===== config.mk =====
export PLATFORM = sky130hd
export DESIGN_NAME = mcp3002_sampler_flat
export DESIGN_NICKNAME = d
export VERILOG_FILES = /design/src/rtl/mcp3002_sampler_pkg.sv /design/src/rtl/mcp3002_sampler_if.sv /design/src/rtl/mcp3002_sampler_sample_tick_gen.sv /design/src/rtl/mcp3002_sampler.sv /design/src/flat_wrapper.sv
export SDC_FILE = /design/constraint.sdc
export NUM_CORES = 1
export LEC_CHECK = 0
export CAP_MARGIN = 20
export CORE_MARGIN = 10
export CORE_UTILIZATION = 25
export DETAILED_ROUTE_END_ITERATION = 7
export DONT_BUFFER_PORTS = 1
export GPL_TIMING_DRIVEN = 1
export MAX_ROUTING_LAYER = met4
export PLACE_DENSITY = 0.38
export SLEW_MARGIN = 20
export SYNTH_ARGS = -nofsm -noshare
export SYNTH_HDL_FRONTEND = slang
export SYNTH_SLANG_ARGS = --single-unit

===== constraint.sdc =====
create_clock -name clk -period 4.09 [get_ports clk]
set_clock_uncertainty 0.15 [all_clocks]
set_input_delay 0.409 -clock clk [delete_from_list [all_inputs] [get_ports clk]]
set_output_delay 0.409 -clock clk [all_outputs]
set_load 0.01 [all_outputs]

===== src/rtl/mcp3002_sampler_pkg.sv =====
// Shared MCP3002 constants, controller state encoding and timing helpers.
package mcp3002_sampler_pkg;

    localparam int SCLK_PER_CONV = 15;
    localparam int CMD_BITS      = 4;
    localparam int NULL_BIT_IDX  = 4;
    localparam int DATA_BITS     = 10;
    localparam int LAST_BIT_IDX  = SCLK_PER_CONV - 1;

    typedef enum logic [2:0] {
        ST_IDLE   = 3'd0,
        ST_SETUP  = 3'd1,
        ST_CLK_HI = 3'd2,
        ST_CLK_LO = 3'd3,
        ST_DONE   = 3'd4
    } state_e;

    function automatic int calc_cyc(input int clk_freq, input int spi_freq);
        return clk_freq / spi_freq;
    endfunction

    function automatic int calc_half(input int clk_freq, input int spi_freq);
        return calc_cyc(clk_freq, spi_freq) / 2;
    endfunction

    function automatic int calc_period(input int clk_freq, input int fs);
        return clk_freq / fs;
    endfunction

    // Command word clocked out MSB-first: start, SGL, channel select, MSBF.
    function automatic logic cmd_bit(input logic [3:0] idx, input logic channel);
        logic b;
        if (idx >= 4'(CMD_BITS)) begin
            b = 1'b0;
        end else begin
            case (idx)
                4'd0:    b = 1'b1;
                4'd1:    b = 1'b1;
                4'd2:    b = channel;
                4'd3:    b = 1'b1;
                default: b = 1'b0;
            endcase
        end
        return b;
    endfunction

endpackage


===== src/rtl/mcp3002_sampler_if.sv =====
// Pin-level and sample-side signals of the MCP3002 sampler; master = controller side.
interface mcp3002_sampler_if;
    import mcp3002_sampler_pkg::*;

    logic                 en;
    logic                 adc_clk;
    logic                 adc_din;
    logic                 adc_dout;
    logic                 adc_cs;
    logic [DATA_BITS-1:0] sample_data;
    logic                 sample_valid;
    logic                 overrun;

    modport master (
        input  en, adc_dout,
        output adc_clk, adc_din, adc_cs, sample_data, sample_valid, overrun
    );

    modport slave (
        output en, adc_dout,
        input  adc_clk, adc_din, adc_cs, sample_data, sample_valid, overrun
    );
endinterface


===== src/rtl/mcp3002_sampler_sample_tick_gen.sv =====
// Free-running 0..PERIOD-1 counter producing a one-cycle tick on the last count.
module mcp3002_sampler_sample_tick_gen #(
    parameter int PERIOD = 500
) (
    input  logic clk,
    input  logic rst_n,
    output logic tick_o
);
    localparam int             CW   = (PERIOD > 1) ? $clog2(PERIOD) : 1;
    localparam logic [CW-1:0]  LAST = CW'(PERIOD - 1);

    logic [CW-1:0] cnt_q;
    logic [CW-1:0] cnt_d;

    // Wrap at the period end.
    always_comb begin
        if (cnt_q == LAST) begin
            cnt_d = '0;
        end else begin
            cnt_d = cnt_q + CW'(1);
        end
    end

    // Period counter register.
    always_ff @(posedge clk or negedge rst_n) begin
        if (!rst_n) begin
            cnt_q <= '0;
        end else begin
            cnt_q <= cnt_d;
        end
    end

    assign tick_o = (cnt_q == LAST);
endmodule


===== src/rtl/mcp3002_sampler.sv =====
// Periodic MCP3002 SPI sampling controller with registered pin and sample outputs.
// Build option: ADC_SIGNED_OUTPUT_EN converts the offset-binary code to two's complement.
module mcp3002_sampler
    import mcp3002_sampler_pkg::*;
#(
    parameter int CLK_FREQ          = 24_000_000,
    parameter int MCP3002_CLK_FREQ  = 800_000,
    parameter int ADC_SAMPLING_FREQ = 48_000,
    parameter int ADC_CHANNEL       = 0,
    parameter bit TIMING_CHECK_EN   = 1'b1
) (
    input  logic                  clk,
    input  logic                  rst_n,
    mcp3002_sampler_if.master     bus
);
    localparam int CYC   = calc_cyc(CLK_FREQ, MCP3002_CLK_FREQ);
    localparam int H     = calc_half(CLK_FREQ, MCP3002_CLK_FREQ);
    localparam int P     = calc_period(CLK_FREQ, ADC_SAMPLING_FREQ);
    localparam int CNT_W = (H > 1) ? $clog2(H) : 1;
    localparam logic [CNT_W-1:0] H_LAST = CNT_W'(H - 1);
    localparam logic CH_BIT    = (ADC_CHANNEL != 0) ? 1'b1 : 1'b0;
    localparam bit   TIMING_OK = ((31 * H + 2) <= P) && (CYC >= 2) && ((CYC % 2) == 0);

    state_e               state_q, state_d;
    logic [CNT_W-1:0]     cnt_q, cnt_d;
    logic [3:0]           k_q, k_d;
    logic [DATA_BITS-1:0] shift_q, shift_d;
    logic                 cs_q, cs_d;
    logic                 adc_clk_q, adc_clk_d;
    logic                 din_q, din_d;
    logic [DATA_BITS-1:0] data_q, data_d;
    logic                 valid_q, valid_d;
    logic                 ovr_q, ovr_d;
    logic                 tick_s;

    mcp3002_sampler_sample_tick_gen #(.PERIOD(P)) u_tick (
        .clk    (clk),
        .rst_n  (rst_n),
        .tick_o (tick_s)
    );

    // State, sequencing and output registers.
    always_ff @(posedge clk or negedge rst_n) begin
        if (!rst_n) begin
            state_q   <= ST_IDLE;
            cnt_q     <= '0;
            k_q       <= 4'd0;
            shift_q   <= '0;
            cs_q      <= 1'b1;
            adc_clk_q <= 1'b0;
            din_q     <= 1'b0;
            data_q    <= '0;
            valid_q   <= 1'b0;
            ovr_q     <= 1'b0;
        end else begin
            state_q   <= state_d;
            cnt_q     <= cnt_d;
            k_q       <= k_d;
            shift_q   <= shift_d;
            cs_q      <= cs_d;
            adc_clk_q <= adc_clk_d;
            din_q     <= din_d;
            data_q    <= data_d;
            valid_q   <= valid_d;
            ovr_q     <= ovr_d;
        end
    end

    // Next-state: half-period timing, bit index and capture of data bits k=5..14.
    always_comb begin
        state_d = state_q;
        cnt_d   = cnt_q;
        k_d     = k_q;
        shift_d = shift_q;
        case (state_q)
            ST_IDLE: begin
                if (tick_s && bus.en) begin
                    state_d = ST_SETUP;
                    cnt_d   = '0;
                end else begin
                    state_d = ST_IDLE;
                end
            end
            ST_SETUP: begin
                if (cnt_q == H_LAST) begin
                    state_d = ST_CLK_HI;
                    cnt_d   = '0;
                    k_d     = 4'd0;
                end else begin
                    cnt_d = cnt_q + CNT_W'(1);
                end
            end
            ST_CLK_HI: begin
                if ((cnt_q == '0) && (k_q > 4'(NULL_BIT_IDX))) begin
                    shift_d = {shift_q[DATA_BITS-2:0], bus.adc_dout};
                end else begin
                    shift_d = shift_q;
                end
                if (cnt_q == H_LAST) begin
                    state_d = ST_CLK_LO;
                    cnt_d   = '0;
                end else begin
                    cnt_d = cnt_q + CNT_W'(1);
                end
            end
            ST_CLK_LO: begin
                if (cnt_q != H_LAST) begin
                    cnt_d = cnt_q + CNT_W'(1);
                end else if (k_q == 4'(LAST_BIT_IDX)) begin
                    state_d = ST_DONE;
                    cnt_d   = '0;
                end else begin
                    state_d = ST_CLK_HI;
                    cnt_d   = '0;
                    k_d     = k_q + 4'd1;
                end
            end
            ST_DONE: state_d = ST_IDLE;
            default: state_d = ST_IDLE;
        endcase
    end

    // Outputs derived from the upcoming state; LO drives the next command bit early.
    always_comb begin
        cs_d      = 1'b1;
        adc_clk_d = 1'b0;
        din_d     = 1'b0;
        data_d    = data_q;
        valid_d   = 1'b0;
        case (state_d)
            ST_SETUP: begin
                cs_d  = 1'b0;
                din_d = cmd_bit(4'd0, CH_BIT);
            end
            ST_CLK_HI: begin
                cs_d      = 1'b0;
                adc_clk_d = 1'b1;
                din_d     = cmd_bit(k_d, CH_BIT);
            end
            ST_CLK_LO: begin
                cs_d  = 1'b0;
                din_d = cmd_bit(k_d + 4'd1, CH_BIT);
            end
            ST_DONE: begin
                valid_d = 1'b1;
`ifdef ADC_SIGNED_OUTPUT_EN
                data_d  = shift_d ^ {1'b1, {(DATA_BITS-1){1'b0}}};
`else
                data_d  = shift_d;
`endif
            end
            default: begin
                cs_d = 1'b1;
            end
        endcase
        if (tick_s && (state_q != ST_IDLE)) begin
            ovr_d = 1'b1;
        end else begin
            ovr_d = ovr_q;
        end
    end

    if (TIMING_CHECK_EN) begin : g_timing_chk
        // Parameter sanity: conversion plus one idle cycle must fit inside a period.
        always_ff @(posedge clk) begin
            assert (TIMING_OK);
        end
    end

    assign bus.adc_cs       = cs_q;
    assign bus.adc_clk      = adc_clk_q;
    assign bus.adc_din      = din_q;
    assign bus.sample_data  = data_q;
    assign bus.sample_valid = valid_q;
    assign bus.overrun      = ovr_q;
endmodule

===== src/flat_wrapper.sv =====
// flat-port wrapper written by rule: the top's interface ports become plain ports
module mcp3002_sampler_flat import mcp3002_sampler_pkg::*;
#(
    parameter int CLK_FREQ          = 24_000_000,
    parameter int MCP3002_CLK_FREQ  = 800_000,
    parameter int ADC_SAMPLING_FREQ = 48_000,
    parameter int ADC_CHANNEL       = 0,
    parameter bit TIMING_CHECK_EN   = 1'b1
)
  (clk, rst_n, bus_en, bus_adc_dout, bus_adc_clk, bus_adc_din, bus_adc_cs, bus_sample_data, bus_sample_valid, bus_overrun);
  mcp3002_sampler_if bus_i ();
  input  logic clk;
  input  logic rst_n;
  input wire logic [$bits(bus_i.en)-1:0] bus_en;
  input wire logic [$bits(bus_i.adc_dout)-1:0] bus_adc_dout;
  output wire logic [$bits(bus_i.adc_clk)-1:0] bus_adc_clk;
  output wire logic [$bits(bus_i.adc_din)-1:0] bus_adc_din;
  output wire logic [$bits(bus_i.adc_cs)-1:0] bus_adc_cs;
  output wire logic [$bits(bus_i.sample_data)-1:0] bus_sample_data;
  output wire logic [$bits(bus_i.sample_valid)-1:0] bus_sample_valid;
  output wire logic [$bits(bus_i.overrun)-1:0] bus_overrun;
  assign bus_i.en = bus_en;
  assign bus_i.adc_dout = bus_adc_dout;
  assign bus_adc_clk = bus_i.adc_clk;
  assign bus_adc_din = bus_i.adc_din;
  assign bus_adc_cs = bus_i.adc_cs;
  assign bus_sample_data = bus_i.sample_data;
  assign bus_sample_valid = bus_i.sample_valid;
  assign bus_overrun = bus_i.overrun;
  mcp3002_sampler #(.CLK_FREQ(CLK_FREQ), .MCP3002_CLK_FREQ(MCP3002_CLK_FREQ), .ADC_SAMPLING_FREQ(ADC_SAMPLING_FREQ), .ADC_CHANNEL(ADC_CHANNEL), .TIMING_CHECK_EN(TIMING_CHECK_EN)) u_core (.clk(clk), .rst_n(rst_n), .bus(bus_i));
endmodule

==> metrics, run 1 <==
Ys Warns=0; io pins=19; max_cap viols=0; DRC=0; clk sinks=45; setup_tns=0 ns; Routed WL=around 4500 µm; Placer Congestion=0.712; Starting Density=between 20 and 30%; WL/cell=14.5 µm; vias in the first global route=1539; first-pass GRT wire length=7920 µm; CP arrival=2.46 ns; CP Launch Type=flip-flop; Max-slew headroom=63.4%; Yosys cell types=46; Layout area overhead=10.5%; Int Power=571 µW; peak supply drop=approximately 0.00016 V; total die area=roughly 13000 µm²; total CTS buffers=5; Multi-input gate area=approximately 930 µm²; Power Total=747 µW; PwrDens=316 nW/µm²; layout cells sized above 1=14.1%; async set or reset register ratio after synthesis=between 90% and 100%; syn_area_per_cell=10.6 µm²; H-tree levels=2; part of the power in registers=59.6%; static leakage=1.14 nW; post-cts repair resize count=0; via count=1413; Final Hold Vio Count=0; Worst path max stage delay=0.47 ns; Cell Rows=33; worst-path fanout max=12; chip width=112 µm; final setup violation count=0; synthesized area=between 2000 and 2500 µm²; Setup crit end kind=flip-flop; final worst path period share=58.0%; net count after synthesis=213; dpl hpwl=3050 µm; clock period minus worst slack=2.37 ns; Seq/Total Area, Yosys=52.7%; initial drt markers=76; largest net degree at the start of global routing=46; TritonRoute pass-1 iters=4; Min Hold Slack=0.105 ns; switching pwr=176 µW; Worst Hold Class=input port to flip-flop; TritonCTS clock tree=yes; outcome=finished, final reports clean; initial antenna violation count=0; RSZ-0062 raised after global routing=no; Comb power frac=1.8%; switch share=23.6%; worst path cell trace=inv_1, ha_1, and4_1, nand3_1, inv_1, nand2_1, nand2_1; Final Max Tran Viols=0; Least-Margin Pin Slew=~0.55 ns; number of synthesized flops with an enable pin=0; Core Region=8260 µm²; CTS clk-pin slew, worst paths=~0.1 ns; Nets=216; antenna viol nets, final=0; WP data required=approximately 4.2 ns; Reg area=~1100 µm²; later-pin clock latency in the skew report=0.31 ns; filler instances=between 800 and 900; Clock Path Buffers=2; drt via density=4.54; f_max=421 MHz; Primary FF master, synth=dfrtp_1; critical path class=flip-flop to flip-flop; Clk pwr share=38.6%; Die Height=112 µm; post-synthesis cell count=202; # diodes=0; slowest stage cell on the critical path=inv_1; Yosys reg bits=45; placed cells=301; worst path buffer plus inverter count=2; CTS Root Cell=clkbuf_8; non-filler cells, final=311; gr ovfl total=0; CP top delay family=simple AND/OR/NAND/NOR gates; IO buf count=0; Total Routing Usage GR=7.70%
==> cell usage in the layout, fill, tap and decap left out, types with 2 or more instances in the layout <==
cell      instances
nor2b_1           3
clkbuf_8          5
o21ai_0          13
a21o_1            2
nand4_1           6
nor2_1            7
a41oi_1           2
mux2_4            3
dfrtp_1          44
nand2_1          42
o31ai_1           2
or3_1             3
xnor2_1           3
a21oi_1           3
nor3_1            2
nand3_1           7
ha_1              7
and4_1            3
and3_1            3
mux2_2            7
inv_1            11
==> registers in the layout, summed over array words and instances (netlist names) <==
signal                   cells
u_core.bus.overrun           1
u_core.bus.adc_clk           1
u_core.bus.sample_data      10
u_core.bus.sample_valid      1
u_core.k_q                   4
u_core.cnt_q                 4
u_core.shift_q              10
u_core.bus.adc_din           1
u_core.state_q               3
u_core.bus.adc_cs            1
u_core.u_tick.cnt_q          9
==> routing by layer <==
metal	vias to the layer above	wire, µm	GRT usage [%]
li1	710	-	-
met1	672	2100	9.37
met2	25	2090	11.6
met3	6	259	2.88
met4	0	65	2.28
met5	-	0	-
==> worst paths after layout <==
path,startpoint,endpoint,slack (ns),cells after the start
max reg2reg,u_core.k_q[0],u_core.bus.sample_data[9],1.72,7
min reg2reg,u_core.u_tick.cnt_q[8],u_core.u_tick.cnt_q[8],0.32,1
min in group asynchronous,rst_n,u_core.bus.sample_valid,0.46,2
min,bus_adc_dout,u_core.shift_q[0],0.11,1
max,u_core.k_q[0],u_core.bus.sample_data[9],1.72,7
max in group asynchronous,rst_n,u_core.bus.adc_cs,3.07,2
==> timing repair <==
action	CTS	global route
buffers inserted	0	0
hold buffers	2	0
hold endpoints to repair	45	0
==> layout make-up <==
class	instances	area share [%]
repair buffers	2	1.59
multi-input cells	139	39.4
well taps	105	5.56
clock inverters	3	0.900
inverters	12	1.91
clock buffers	5	2.91
flip-flops and latches	45	47.7
==> synthesized netlist by cell type, types with 2 or more instances <==
master | count | area, µm²
mux2_4 | 3 | 45.0
a21o_1 | 2 | 15.0
inv_1 | 11 | 41.3
a21oi_1 | 3 | 15.0
nand2_1 | 42 | 158
a41oi_1 | 2 | 17.5
nor2b_1 | 3 | 18.8
o21ai_0 | 13 | 65.1
and3_1 | 3 | 18.8
dfrtp_1 | 44 | 1100
o31ai_1 | 2 | 15.0
nand4_1 | 6 | 37.5
ha_1 | 7 | 87.6
or3_1 | 3 | 18.8
buf_2 | 3 | 15.0
nand3_1 | 7 | 35.0
and4_1 | 3 | 26.3
nor2_1 | 7 | 26.3
xnor2_1 | 3 | 26.3
mux2_2 | 7 | 78.8
nor3_1 | 2 | 10.0
clkbuf_1 | 2 | 7.51
==> power groups by stage <==
stage          clock network [mW]  logic [mW]  registers [mW]
3_3_place_gp                    0    0.000961           0.454
6_report                    0.288      0.0135           0.445
4_1_cts                     0.305      0.0149           0.445
2_1_floorplan                   0    0.000860           0.454
5_1_grt                     0.323      0.0160           0.445
3_5_place_dp                    0    0.000927           0.454
==> cells by family (layout without fill, tap and decap cells) <==
family          after synthesis  in the layout  synth area share (%)
simple gates                 84             84                  20.1
xor+xnor                      4              4                  1.64
fa+ha+maj                     7              7                  4.10
mux                          11             11                  6.26
buf+inv                      18             22                  3.69
flops                        45             45                  52.7
compound gates               33             33                  11.5
==> metrics by stage <==
stage               utilization (%)  setup slack [ns]  cell area (µm²)
finish                         28.6              1.72             2360
global route                   28.6              1.43             2360
CTS                            28.6              1.70             2360
detailed placement             27.1              1.74             2240
global placement               27.1              1.77             2240
floorplan                         -              2.20             2140
Note: power is estimated with default switching activity, not from simulation.
==> run 2, diff against run 1 <==
- clock period: 4.09 -> 2.4 ns (I/O delays scaled with it)
==> metrics, run 2 (synthesis results as in run 1) <==
final setup violation count=0 (unchanged); f_max=476 MHz (+13%); Worst Hold Class=input port to flip-flop; total die area=12700 µm² (unchanged); layout cells sized above 1=13.5% (-0.62 points); postcts setup bufs=0 (unchanged); Total Routing Usage GR=7.54% (-0.17 points); drt via density=4.64 (+2.2%); via count=1453 (+2.8%); Placer Congestion=0.729 (+2.4%); final worst path period share=87.5% (+30 points); # diodes=0 (unchanged); Clock Path Buffers=2 (unchanged); static leakage=1.14 nW (+0.20%); filler instances=877 (+0.11%); later-pin clock latency in the skew report=0.29 ns (-0.02 ns); IO buf count=0 (unchanged); Die Height=112 µm (unchanged); Core Region=8260 µm² (unchanged); clk sinks=45 (unchanged); initial drt markers=43 (-43%); TritonRoute pass-1 iters=4 (unchanged); commonest non-fill, non-tap cell in the layout=dfrtp_1; WL/cell=14.2 µm (-2.2%); setup_tns=0 ns (unchanged); critical path class=flip-flop to flip-flop; Min Hold Slack=0.0734 ns (-0.0320 ns); Nets=218 (+0.93%); DRC=0 (unchanged); dpl hpwl=3070 µm (+0.55%); peak supply drop=0.000309 V (+96%); antenna viol nets, final=0 (unchanged); RSZ-0062 raised after global routing=no; Final Max Tran Viols=0 (unchanged); Final Hold Vio Count=0 (unchanged); first-pass GRT wire length=7730 µm (-2.4%); chip width=112 µm (unchanged); initial antenna violation count=0 (unchanged); outcome=finished, final reports clean; CTS clk-pin slew, worst paths=0.08 ns (-0.02 ns); PwrDens=524 nW/µm² (+66%); gr ovfl total=0 (unchanged); Routed WL=4450 µm (-1.5%); largest net degree at the start of global routing=46 (unchanged); max_cap viols=0 (unchanged); WP data required=2.43 ns (-1.75 ns); commonest cells after routing, fill and taps aside=dfrtp_1, nand2_1, o21ai_0, inv_1; Starting Density=25.9% (unchanged); CP arrival=2.13 ns (-0.33 ns); H-tree levels=2 (unchanged); Least-Margin Pin Slew=0.502 ns (-0.0450 ns); CP Launch Type=flip-flop; Setup crit end kind=flip-flop; total CTS buffers=5 (unchanged); io pins=19 (unchanged); worst-path fanout max=6 (-6); Layout area overhead=11.1%; clock period minus worst slack=2.10 ns (-0.272 ns); CTS Root Cell=clkbuf_8; vias in the first global route=1520 (-1.2%); Max-slew headroom=66.5% (+3.1 points); TritonCTS clock tree=yes; Cell Rows=33 (unchanged)
==> run 2: cell count changes in the layout (fill, tap and decap cells not counted), sizes merged <==
cell / before / now
buf: 1 / 2
dlygate4sd3: 1 / 2
inv: 13 / 12
clkinv: 1 / 0
clkbuf: 5 / 7
==> run 2: report_power, final <==
| part | leakage (nW) | internal, mW | switching (mW) |
|---|---|---|---|
| combinational | 0.531 | 0.00802 | 0.0161 |
| sequential | 0.574 | 0.758 | 0.000461 |
| clock | 0.0385 | 0.206 | 0.256 |
==> run 2: layout make-up <==
class	count	area, µm²	area share [%]
Inverter	12	45.0	1.90
Tap cell	105	131	5.53
Sequential cell	45	1130	47.5
Clock inverter	1	7.51	0.316
Timing Repair Buffer	4	55.1	2.32
Clock buffer	7	76.3	3.21
Multi-Input combinational cell	139	932	39.3
==> run 2: routing by layer <==
metal	vias up	global-route usage (%)	routed length, µm
met5	-	-	0
met4	0	2.28	51
met3	4	2.29	182
met2	21	12.1	2130
met1	710	8.90	2090
li1	718	-	-
==> run 2: through the flow <==
stage / cell area (µm²) / worst slack (ns) / cells / util (%) / total power, mW
final: 2370 / 0.299 / 313 / 28.8 / 1.25
after global routing: 2370 / 0.145 / 313 / 28.8 / 1.30
after CTS: 2370 / 0.302 / 313 / 28.8 / 1.27
after detailed placement: 2240 / 0.316 / 302 / 27.2 / 0.776
after global placement: 2240 / 0.276 / 302 / 27.2 / 0.776
after floorplan: 2140 / 0.511 / 202 / - / 0.775
==> run 2: timing repair <==
item,4_1_cts,5_1_grt
gates resized for setup,0,0
hold buffers,3,0
hold endpoints to repair,46,0
==> run 2: worst paths after layout <==
kind | start | endpoint | slack, ns | depth (start not counted)
max | u_core.k_q[0] | u_core.bus.adc_din | 0.30 | 7
min | bus_en | u_core.state_q[0] | 0.07 | 2
max reg2reg | u_core.k_q[0] | u_core.bus.adc_din | 0.30 | 7
min reg2reg | u_core.u_tick.cnt_q[8] | u_core.u_tick.cnt_q[8] | 0.33 | 1
max in group asynchronous | rst_n | u_core.bus.adc_cs | 1.55 | 2
min in group asynchronous | rst_n | u_core.k_q[1] | 0.29 | 2
==> run 2: worst max-delay path, stage by stage, from the launching register on <==
cell and delay, ns:
dfrtp_1 0.43, inv_1 0.12, ha_1 0.25, and3_1 0.22
or3_1 0.30, o211ai_1 0.28, nand4b_1 0.16, nand3_1 0.08
